--- src/rtl/div3_pkg.sv ---
// Shared types and default constants for the divisible-by-3 iterative block.
package div3_pkg;

   // Controller state encoding.
   typedef enum logic [1:0] {
      IDLE   = 2'd0,
      REDUCE = 2'd1,
      DONE   = 2'd2
   } div3_state_t;

   // Default geometry: 8-bit operand, depth register able to hold 8,
   // half-width for the alternating masks, counter able to hold log2(8).
   localparam int DEF_DATA_LEN  = 8;
   localparam int DEF_DEPTH_LEN = 4;
   localparam int DEF_HALF_LEN  = 4;
   localparam int DEF_ITER_W    = 3;

   // Reduction stops once the running value is at or below this.
   localparam int DIV3_THRESH   = 3;

endpackage : div3_pkg

--- src/rtl/diff_even_odd.sv ---
// One reduction step: |popcount(even bits) - popcount(odd bits)| over the
// low i_cur_depth bits of i_data, plus the halved depth for the next step.
module diff_even_odd
   import div3_pkg::*;
#(
   parameter int DATA_LEN  = DEF_DATA_LEN,
   parameter int DEPTH_LEN = DEF_DEPTH_LEN,
   parameter int HALF_LEN  = DEF_HALF_LEN
) (
   input  logic [DATA_LEN-1:0]  i_data,
   input  logic [DEPTH_LEN-1:0] i_cur_depth,
   output logic [DATA_LEN-1:0]  o_diff,
   output logic [DEPTH_LEN-1:0] o_new_depth
);

   // Bit 0,2,4,... belong to the even set; bit 1,3,5,... to the odd set.
   localparam logic [DATA_LEN-1:0] EVEN_MASK = {HALF_LEN{2'b01}};
   localparam logic [DATA_LEN-1:0] ODD_MASK  = {HALF_LEN{2'b10}};

   logic [DATA_LEN-1:0]  w_depth_mask;
   logic [DATA_LEN-1:0]  w_even_bits;
   logic [DATA_LEN-1:0]  w_odd_bits;
   logic [DEPTH_LEN-1:0] w_even_cnt;
   logic [DEPTH_LEN-1:0] w_odd_cnt;

   // Keep only bits below the current depth; compares against i rather than
   // indexing depth-1, so depth 0 simply selects nothing.
   always_comb begin
      w_depth_mask = '0;
      for (int i = 0; i < DATA_LEN; i++) begin
         w_depth_mask[i] = (DEPTH_LEN'(i) < i_cur_depth);
      end
   end

   assign w_even_bits = i_data & w_depth_mask & EVEN_MASK;
   assign w_odd_bits  = i_data & w_depth_mask & ODD_MASK;

   // Population counts of the two masked sets (each at most DATA_LEN/2).
   always_comb begin
      w_even_cnt = '0;
      w_odd_cnt  = '0;
      for (int i = 0; i < DATA_LEN; i++) begin
         w_even_cnt = w_even_cnt + DEPTH_LEN'(w_even_bits[i]);
         w_odd_cnt  = w_odd_cnt  + DEPTH_LEN'(w_odd_bits[i]);
      end
   end

   // Unsigned magnitude of the difference, zero-extended to operand width.
   // Since 2^even == 1 and 2^odd == -1 (mod 3), this preserves divisibility.
   always_comb begin
      if (w_even_cnt >= w_odd_cnt) begin
         o_diff = DATA_LEN'(w_even_cnt - w_odd_cnt);
      end else begin
         o_diff = DATA_LEN'(w_odd_cnt - w_even_cnt);
      end
   end

   assign o_new_depth = i_cur_depth >> 1;

endmodule : diff_even_odd

--- src/rtl/div3_iter_ctrl.sv ---
// Iterative divisible-by-3 controller: accepts one operand, reduces it one
// even/odd popcount-difference step per clock until it is <= 3, then
// presents the verdict and step count until the consumer takes it.
module div3_iter_ctrl
   import div3_pkg::*;
#(
   parameter int DATA_LEN  = DEF_DATA_LEN,
   parameter int DEPTH_LEN = DEF_DEPTH_LEN,
   parameter int HALF_LEN  = DEF_HALF_LEN,
   parameter int ITER_W    = DEF_ITER_W
) (
   input  logic                clk,
   input  logic                rst,
   input  logic                in_valid,
   output logic                in_ready,
   input  logic [DATA_LEN-1:0] in_data,
   output logic                out_valid,
   input  logic                out_ready,
   output logic                out_div3,
   output logic [ITER_W-1:0]   out_iters
);

   localparam logic [DATA_LEN-1:0]  L_THRESH    = DATA_LEN'(DIV3_THRESH);
   localparam logic [DEPTH_LEN-1:0] L_FULL_DEPTH = DEPTH_LEN'(DATA_LEN);
   localparam logic [DEPTH_LEN-1:0] L_MIN_DEPTH  = DEPTH_LEN'(1);

   div3_state_t          r_state, w_state_nxt;
   logic [DATA_LEN-1:0]  r_value, w_value_nxt;
   logic [DEPTH_LEN-1:0] r_depth, w_depth_nxt;
   logic [ITER_W-1:0]    r_iters, w_iters_nxt;
   logic                 r_res,   w_res_nxt;

   logic [DATA_LEN-1:0]  w_diff;
   logic [DEPTH_LEN-1:0] w_new_depth;

   diff_even_odd #(
      .DATA_LEN  (DATA_LEN),
      .DEPTH_LEN (DEPTH_LEN),
      .HALF_LEN  (HALF_LEN)
   ) u_step (
      .i_data      (r_value),
      .i_cur_depth (r_depth),
      .o_diff      (w_diff),
      .o_new_depth (w_new_depth)
   );

   // State and datapath registers; reset discards any in-flight operand.
   always_ff @(posedge clk or posedge rst) begin
      if (rst) begin
         r_state <= IDLE;
         r_value <= '0;
         r_depth <= '0;
         r_iters <= '0;
         r_res   <= 1'b0;
      end else begin
         r_state <= w_state_nxt;
         r_value <= w_value_nxt;
         r_depth <= w_depth_nxt;
         r_iters <= w_iters_nxt;
         r_res   <= w_res_nxt;
      end
   end

   // Next-state and datapath update: capture, reduce, or hold the verdict.
   always_comb begin
      w_state_nxt = r_state;
      w_value_nxt = r_value;
      w_depth_nxt = r_depth;
      w_iters_nxt = r_iters;
      w_res_nxt   = r_res;
      case (r_state)
         IDLE: begin
            if (in_valid) begin
               w_value_nxt = in_data;
               w_depth_nxt = L_FULL_DEPTH;
               w_iters_nxt = '0;
               w_res_nxt   = 1'b0;
               w_state_nxt = REDUCE;
            end
         end
         REDUCE: begin
            if (r_value <= L_THRESH) begin
               // Residues 0 and 3 are the only multiples of 3 left.
               w_res_nxt   = (r_value == '0) || (r_value == L_THRESH);
               w_state_nxt = DONE;
            end else if (r_depth > L_MIN_DEPTH) begin
               w_value_nxt = w_diff;
               w_depth_nxt = w_new_depth;
               w_iters_nxt = r_iters + ITER_W'(1);
            end else begin
               // Cannot occur for a power-of-two width; fail closed.
               w_res_nxt   = 1'b0;
               w_state_nxt = DONE;
            end
         end
         DONE: begin
            if (out_ready) begin
               w_state_nxt = IDLE;
            end
         end
         default: begin
            w_state_nxt = IDLE;
         end
      endcase
   end

   assign in_ready  = (r_state == IDLE);
   assign out_valid = (r_state == DONE);
   assign out_div3  = r_res;
   assign out_iters = r_iters;

endmodule : div3_iter_ctrl

--- config.mk ---
export PLATFORM = sky130hd
export DESIGN_NAME = div3_iter_ctrl
export DESIGN_NICKNAME = d
export VERILOG_FILES = /design/src/rtl/div3_pkg.sv /design/src/rtl/diff_even_odd.sv /design/src/rtl/div3_iter_ctrl.sv
export SDC_FILE = /design/constraint.sdc
export NUM_CORES = 1
export LEC_CHECK = 0
export BUFFER_PORTS_ARGS = -buffer_cell sky130_fd_sc_hd__buf_2
export CAP_MARGIN = 25
export CORE_MARGIN = 2
export CORE_UTILIZATION = 64
export CTS_BUF_LIST = sky130_fd_sc_hd__clkbuf_2 sky130_fd_sc_hd__clkbuf_4 sky130_fd_sc_hd__clkbuf_8
export DETAILED_ROUTE_END_ITERATION = 10
export GPL_ROUTABILITY_DRIVEN = 0
export PLACE_DENSITY = 0.86
export SLEW_MARGIN = 10
export SYNTH_ARGS = -nofsm -noshare
export SYNTH_HDL_FRONTEND = slang
export SYNTH_SLANG_ARGS = --single-unit
--- constraint.sdc ---
create_clock -name clk -period 9.2 [get_ports clk]
set_input_delay 0.46 -clock clk [delete_from_list [all_inputs] [get_ports clk]]
set_output_delay 0.46 -clock clk [all_outputs]
set_load 0.005 [all_outputs]
Word level (Yosys, flattened, before mapping)
Index checks and enable logic that the tools add are counted.
{"block": "classes", "bitwise_logic": 1, "reduce_logical": 7, "eq_ne": 8, "mux": 22, "n_lt_le_gt_ge": 11, "add_sub_neg": 9}
{"operator": "8-bit 2-to-1 mux", "n": 4}
{"operator": "4-bit by 1-bit adder with 4-bit output", "n": 4}
{"operator": "3-bit by 4-bit less-than comparator with 1-bit output, first input constant", "n": 4}
{"operator": "8-bit case mux with 2 select lines", "n": 1}
{"operator": "4-bit 2-to-1 mux", "n": 3}
{"operator": "4-bit by 4-bit subtractor with 5-bit output", "n": 2}
{"operator": "3-bit 2-to-1 mux", "n": 3}
{"operator": "8-bit bitwise AND", "n": 1}
{"operator": "8-bit by 2-bit equality test with 1-bit output, second input constant", "n": 1}
{"operator": "8-bit by 2-bit less-or-equal comparator with 1-bit output, second input constant", "n": 1}
{"operator": "8-bit zero test", "n": 1}
{"operator": "1-bit by 4-bit less-than comparator with 1-bit output, first input constant", "n": 2}
{"operator": "2-bit by 4-bit less-than comparator with 1-bit output, first input constant", "n": 2}
{"operator": "2-bit 2-to-1 mux", "n": 4}
{"operator": "4-bit case mux with 2 select lines", "n": 1}
{"operator": "2-bit != test, second input constant", "n": 3}
{"operator": "2-bit case mux with 3 select lines", "n": 1}
{"operator": "3-bit case mux with 2 select lines", "n": 1}
{"operator": "3-bit AND reduction", "n": 2}
{"operator": "1-bit by 1-bit adder with 2-bit output", "n": 2}
{"operator": "4-bit greater-or-equal comparator", "n": 1}
{"operator": "4-bit by 1-bit > comparator with 1-bit output, second input constant", "n": 1}
{"operator": "4-bit AND reduction", "n": 1}
{"operator": "3-bit by 1-bit adder with 3-bit output, second input constant", "n": 1}
{"operator": "9 further kinds", "n": 11}
{"block": "word_totals", "ff_bits": 18, "input_bits": 12}

Longest topological paths before layout
Gate-level depths: netlist of run 1.
{"block": "depth", "word_depth": 10, "mapped_depth": 12, "ltp_nobuf": 12}

By module
A second synthesis of run 1 with hierarchy kept.
{"block": "hier_totals", "cells_unflattened": 136, "area_unflattened_um2": 1371.3}
{"module": "div3_iter_ctrl", "area_each_um2": 854.6, "n_inst": 1, "cells_each": 79, "seq_area_each_um2": 450.4}
{"module": "diff_even_odd", "area_each_um2": 516.7, "n_inst": 1, "cells_each": 57, "seq_area_each_um2": 0.0}

Worst setup path after synthesis of run 1
Ideal clock, no wire load.
{"block": "synth_timing", "path_kind": "flip-flop to flip-flop", "startpoint": "register r_depth[1]", "endpoint": "register r_value[2]", "setup_time_ns": 0.122, "arrival_ns": 3.160, "period_less_slack_ns": 3.281, "required_ns": 9.078, "path_stages_with_launch": 12, "path_slack_ns": 5.919, "n_path_buf": 0, "cell_sequence": "dfrtp_1 > nor3_2 > a21boi_0 > ha_1 > fa_1 > ha_1 > inv_1 > fa_1 > fa_1 > nor2_1 > mux2i_1 > a32o_1"}
{"block": "synth_between", "elab_chain_len": 10}
{"item": "start, declared", "line_no": "div3_iter_ctrl.sv:29", "source": "logic [DEPTH_LEN-1:0] r_depth, w_depth_nxt;"}
{"item": "start signal, assigned", "line_no": "div3_iter_ctrl.sv:58", "source": "r_depth <= w_depth_nxt;"}
{"item": "1-bit by 4-bit less-than comparator with 1-bit output or 2-bit by 4-bit less-than comparator with 1-bit output (tied branches)", "line_no": "diff_even_odd.sv:31", "source": "w_depth_mask[i] = (DEPTH_LEN'(i) < i_cur_depth);"}
{"item": "8-bit bitwise AND", "line_no": "diff_even_odd.sv:35", "source": "assign w_even_bits = i_data & w_depth_mask & EVEN_MASK;"}
{"item": "1-bit by 1-bit adder with 2-bit output (on tied branches)", "line_no": "diff_even_odd.sv:44, diff_even_odd.sv:43"}
{"item": "4-bit by 1-bit adder with 4-bit output (on tied branches) (2 in a row)", "line_no": "diff_even_odd.sv:44, diff_even_odd.sv:43"}
{"item": "4-bit by 4-bit subtractor with 5-bit output, or another cell as far along", "line_no": "diff_even_odd.sv:54", "source": "o_diff = DATA_LEN'(w_odd_cnt - w_even_cnt);"}
{"item": "8-bit 2-to-1 mux", "line_no": "diff_even_odd.sv:51", "source": "if (w_even_cnt >= w_odd_cnt) begin"}
{"item": "8-bit 2-to-1 mux", "line_no": "div3_iter_ctrl.sv:86", "source": "end else if (r_depth > L_MIN_DEPTH) begin"}
{"item": "8-bit 2-to-1 mux", "line_no": "div3_iter_ctrl.sv:82", "source": "if (r_value <= L_THRESH) begin"}
{"item": "8-bit case mux with 2 select lines", "line_no": "div3_iter_ctrl.sv:71", "source": "case (r_state)"}
{"item": "end signal, assigned", "line_no": "div3_iter_ctrl.sv:57", "source": "r_value <= w_value_nxt;"}
{"item": "end, declared", "line_no": "div3_iter_ctrl.sv:28", "source": "logic [DATA_LEN-1:0] r_value, w_value_nxt;"}
Several ways; a longest one is shown, not always the timed one. The select of a mux whose other input is x is not followed.
A chain may end at the register's enable or synchronous reset.

Worst setup path in the final report of run 1
{"block": "layout_timing", "startpoint": "register r_depth[1]", "endpoint": "register r_value[5]"}
The elaborated chain is that of the path after synthesis.

==> results of run 1 <==
[final timing paths]
kind / cells after the start / to / start / slack, ns
max in group asynchronous: 2 / r_value[1] / rst / 8.54
min in group clk: 3 / r_state[1] / out_ready / 0.40
max: 11 / r_value[5] / r_depth[1] / 5.60
max reg2reg: 11 / r_value[5] / r_depth[1] / 5.60
min: 2 / r_depth[0] / rst / 0.23
min reg2reg: 1 / out_iters[1] / out_iters[1] / 0.54
[layout make-up]
| class | count | area (um^2) | share of cell area |
|---|---|---|---|
| inverters | 23 | 86.3 | 0.0577 |
| flip-flops and latches | 18 | 450 | 0.301 |
| multi-input cells | 103 | 805 | 0.538 |
| repair buffers | 17 | 85.1 | 0.0569 |
| clock buffers | 4 | 36.3 | 0.0242 |
| well taps | 27 | 33.8 | 0.0226 |
[kinds of logic (layout without fill, tap and decap cells)]
family | count (synthesis) | in the layout
buf+inv | 28 | 44
simple gates | 39 | 39
compound gates | 38 | 38
xor+xnor | 1 | 1
mux | 8 | 8
flops | 18 | 18
fa+ha+maj | 17 | 17
[cells in the final DEF, fill, tap and decap left out, drive strengths merged, types with 3 or more instances in the layout]
master	synthesis	routed
fa	6	6
buf	2	17
nor2b	3	3
ha	11	11
a21oi	12	12
mux2i	5	5
clkbuf	3	4
a32oi	5	5
mux2	3	3
nand2	8	8
dfrtp	18	18
nand3	3	3
nor2	18	18
o21ai	8	8
inv	23	23
[layer usage]
metal	up-vias	global-route usage	routed length (um)
li1	542	-	-
met1	539	0.357	1320
met2	30	0.432	1420
met3	4	0.0565	122
met4	0	0.0833	36
met5	-	0	0
[flip-flops by register name, summed over array words and instances (netlist names)]
name       count
out_div3       1
r_state        2
r_depth        4
r_value        8
out_iters      3
[cell usage after synthesis, types with 2 or more instances]
| library cell | n | share of area |
|---|---|---|
| dfrtp_1 | 18 | 0.33 |
| mux2i_1 | 5 | 0.037 |
| a32oi_1 | 5 | 0.032 |
| a32o_1 | 2 | 0.015 |
| nand2_1 | 8 | 0.022 |
| a31oi_1 | 2 | 0.0092 |
| a21oi_1 | 12 | 0.044 |
| clkbuf_1 | 2 | 0.0055 |
| o21ai_0 | 7 | 0.026 |
| nand3_1 | 3 | 0.011 |
| fa_1 | 6 | 0.088 |
| inv_1 | 23 | 0.063 |
| nor2b_1 | 3 | 0.014 |
| nor2_1 | 18 | 0.049 |
| nand2b_1 | 2 | 0.0092 |
| a21o_1 | 2 | 0.011 |
| mux2_2 | 3 | 0.025 |
| ha_1 | 11 | 0.10 |
[per-stage QoR]
stage | setup slack, ns | hold slack, ns | cell area, um^2
final | 5.60 | 0.231 | 1500
after detailed placement | 5.64 | 0.513 | 1460
after global placement | 5.75 | 0.497 | 1460
after global routing | 5.40 | 0.298 | 1500
after floorplan | 5.92 | 0.399 | 1370
after CTS | 5.62 | 0.260 | 1500
[worst max-delay path, stage by stage (launching register included)]
cell	delay [ns]
dfrtp_1	0.46
nor3_2	0.32
a21boi_0	0.16
ha_1	0.33
fa_1	0.40
ha_1	0.25
inv_1	0.12
ha_1	0.28
a21o_1	0.17
a31oi_1	0.35
mux2i_1	0.44
a32oi_1	0.17
==> results.yml, run 1 <==
yosys:
  synth_edf_count: 0
  seq_area_frac_synth: 0.330
  synth-xor-area-share: 0.00641
  ys_ff_latch: 18
  async_reset_ff_frac: 1.00
  postSynthCellCount: 149
  muxShareOfSynthArea: 0.0614
  synth_compound_area_frac: 0.190
  yosys_most_used_dff: "dfrtp_1"
  synth_simple_gate_area_share: 0.143
  syn_area_um2: 1370
  synth.yosys.warnings: 0
  synth_top_family_by_area: "compound AO/OA/AOI/OAI gates"
  yosysUniqueCellTypes: 35
  synth_nets: 178
  syn_area_per_cell_um2: 9.17
  synthAdderAreaFrac: 0.189
clock_tree:
  insertion_delay_ns: 0.31
  post_cts.repair.setup_buffers: 0
  h-tree-depth: 1
  cts_buffers: 3
  cts_tree: "yes"
  cts_root_buffer: "clkbuf_4"
  clkTransAtPathRegs_ns: 0.11
  cts.path.max_buffers: 2
  cts_resized: 0
  cts.sinks: 18
  cts_hold_buf: 0
route:
  postRouteAntennaNets: 0
  totalWireLength_um: 2900
  via_per_inst: 5.81
  num_vias: 1115
  first_pass_iters: 4
  wire_per_inst_um: 15.1
  first_iter_violations: 43
  drc: 0
worst_setup_path:
  cp_max_fo: 7
  required_ns: 9.35
  cp.arrival_ns: 3.75
  critPathLaunchType: "register"
  worstSetupPathType: "reg2reg"
  end_kind: "register"
floorplan:
  initial_utilization: 0.689
  core_um2: 1980
  core.rowCount: 16
  die_h_um: 50.2
  dieArea_um2: 2520
  die_x_um: 50.2
  io_pins: 18
finish:
  drive_above_1_share: 0.182
  antenna_cells: 0
  final_nets: 195
  instances_no_fill: 192
  final_core_util: 0.755
  layout-area-overhead-vs-synth_pct: 9.52
  nFillCells: 136
global_route:
  groute.usage.overall: 0.267
  grt_max_degree: 19
  grt_overflow_total: 0
  antenna_found_initial: 0
  grt_pass1_wl_um: 5020
  grt_pass1_vias: 1121
timing:
  maxSlewHeadroom: 0.533
  period_needed_ns: 3.60
  timing.fmax_ghz: 0.278
  tightestPinTransition_ns: 0.701
  rsz0062_at_grt: "no"
  skew_ns: 0.00187
  setup_tns_ns: 0
  slew_viol_final: 0
  hold_viol_final: 0
  setup_viol: 0
  period_share: 0.391
hold_path:
  hold_path_class: "in2async"
place:
  port_buffers: 17
  dp_hpwl_um: 2270
  placed_cells: 188
run:
  max-cap-violations: 0
status:
  status: "complete, no violations"
Power of run 1 is not shown: default switching activity piles up to over one toggle a cycle in this logic, so the estimate is an artifact.
==> run 2: changes to the inputs <==
- CORE_UTILIZATION: 64 -> 59
- PLACE_DENSITY: 0.86 -> 0.8
- clock period: 9.2 -> 3.35 ns (I/O delays scaled with it)
==> run 2 against run 1 <==
Maximum frequency increased by 10%. Setup slack lost 5.5 ns. First-iteration DRC count decreased by 7.0%. Register-to-register slack got worse by 5.5 ns. Worst hold slack worse by 0.13 ns. Critical endpoint unchanged. Global-route usage increased by 0.85 points. Utilization is 0.052 points higher. Routed wire length increased by 12%. Critical path type unchanged.
==> results.yml, run 2 (synthesis gave the netlist of run 1 again) <==
timing:
  period_share: 0.976
  rsz0062_at_grt: "yes"
  setup_tns_ns: 0
  tightestPinTransition_ns: 0.744
  setup_viol: 0
  maxSlewHeadroom: 0.504
  fin_ws_ns: 0.0808
  timing.fmax_ghz: 0.306
  period_needed_ns: 3.27
  skew_ns: 0.00698
  slew_viol_final: 0
  hold_viol_final: 0
global_route:
  grtUsageMet3: 0.0402
  antenna_found_initial: 0
  groute.usage.overall: 0.275
  grt_pass1_vias: 1191
  use_met1: 0.337
  grt_overflow_total: 0
  top_usage_layer: "met2"
  grt_max_degree: 19
  grt_pass1_wl_um: 5390
  use_met2: 0.496
route:
  postRouteAntennaNets: 0
  first_pass_iters: 4
  wire_per_inst_um: 16.0
  via_per_inst: 5.75
  drc: 0
  first_iter_violations: 40
  totalWireLength_um: 3260
  num_vias: 1172
finish:
  final_common_cell: "inv_1"
  drive_above_1_share: 0.307
  top_register: "r_value"
  layout-area-overhead-vs-synth_pct: 21.2
  largest_register_ffs: 8
  nFillCells: 157
  final_nets: 206
  final_cell_mix: "inv_1, nor2_1, buf_2, dfrtp_1, a21oi_1"
  final_core_util: 0.756
  antenna_cells: 0
place:
  dp_hpwl_um: 2390
  place_ws_ns: -0.0589
  port_buffers: 17
hold_path:
  hold_start: "out_ready"
  hold_path_class: "in2reg"
status:
  status: "complete, no violations"
worst_setup_path:
  timing.rr.start: "r_depth[3]"
  critPathLaunchType: "register"
  end_kind: "register"
  cp_max_fo: 6
  worstSetupPathType: "reg2reg"
  required_ns: 3.57
  cp.arrival_ns: 3.49
  crit_start: "r_depth[3]"
clock_tree:
  cts_root_buffer: "clkbuf_4"
  h-tree-depth: 1
  insertion_delay_ns: 0.30
  cts.path.max_buffers: 2
  clkTransAtPathRegs_ns: 0.12
  cts.sinks: 18
  cts_tree: "yes"
  cts_buffers: 3
floorplan:
  die_x_um: 52.1
  core_um2: 2190
  die_h_um: 52.1
  io_pins: 18
  core.rowCount: 17
  dieArea_um2: 2720
  initial_utilization: 0.624
run:
  max-cap-violations: 0
## run 2: cell types whose count changed in the layout (fill, tap and decap cells not counted), sizes merged
cell and delta:
buf +10, dlygate4sd3 +1
## run 2: layer usage
metal  vias up  share of wire
li1        567              -
met1       560           0.41
met2        41           0.52
met3         4          0.064
met4         0         0.0071
met5         -              0
## run 2: critical path: stages (launching register included)
cell and delay (ns):
dfrtp_2 0.49, nor3_4 0.16, buf_4 0.14, nor2b_1 0.04
ha_1 0.29, fa_2 0.57, ha_4 0.14, inv_2 0.04
fa_2 0.37, fa_1 0.40, nor2_1 0.11, mux2i_1 0.09
buf_4 0.16, a32oi_1 0.18
## run 2: stage by stage
step | hold slack, ns | cells | cell area, um^2
final | 0.104 | 204 | 1660
after global routing | 0.110 | 204 | 1660
after CTS | 0.104 | 203 | 1610
after detailed placement | 0.319 | 194 | 1500
after global placement | 0.293 | 194 | 1500
after floorplan | 0.106 | 149 | 1370
## run 2: worst paths after layout
kind | slack (ns) | to | depth (start not counted)
max | 0.08 | r_value[5] | 13
min | 0.10 | r_state[1] | 3
min in group asynchronous | 0.51 | out_iters[2] | 3
min reg2reg | 0.54 | out_iters[1] | 1
max in group asynchronous | 2.35 | r_depth[3] | 3
max reg2reg | 0.08 | r_value[5] | 13
## run 2: final cells by class
| class | instances | area (um^2) | share of cell area |
|---|---|---|---|
| Clock buffer | 4 | 36.3 | 0.0219 |
| Inverter | 23 | 86.3 | 0.0522 |
| Multi-Input combinational cell | 103 | 876 | 0.529 |
| Sequential cell | 18 | 452 | 0.273 |
| Tap cell | 28 | 35.0 | 0.0212 |
| Timing Repair Buffer | 28 | 170 | 0.103 |
## run 2: what timing repair did
item                                   in CTS  in global routing
setup endpoints to repair                   5                  5
buffers inserted                            4                  1
hold buffers                                1                  0
pin swaps                                   1                 12
endpoints found under the hold margin      18                  0
cloned                                      0                  0
gates resized for setup                     4                 12
Power of run 2 is left out for the same reason.
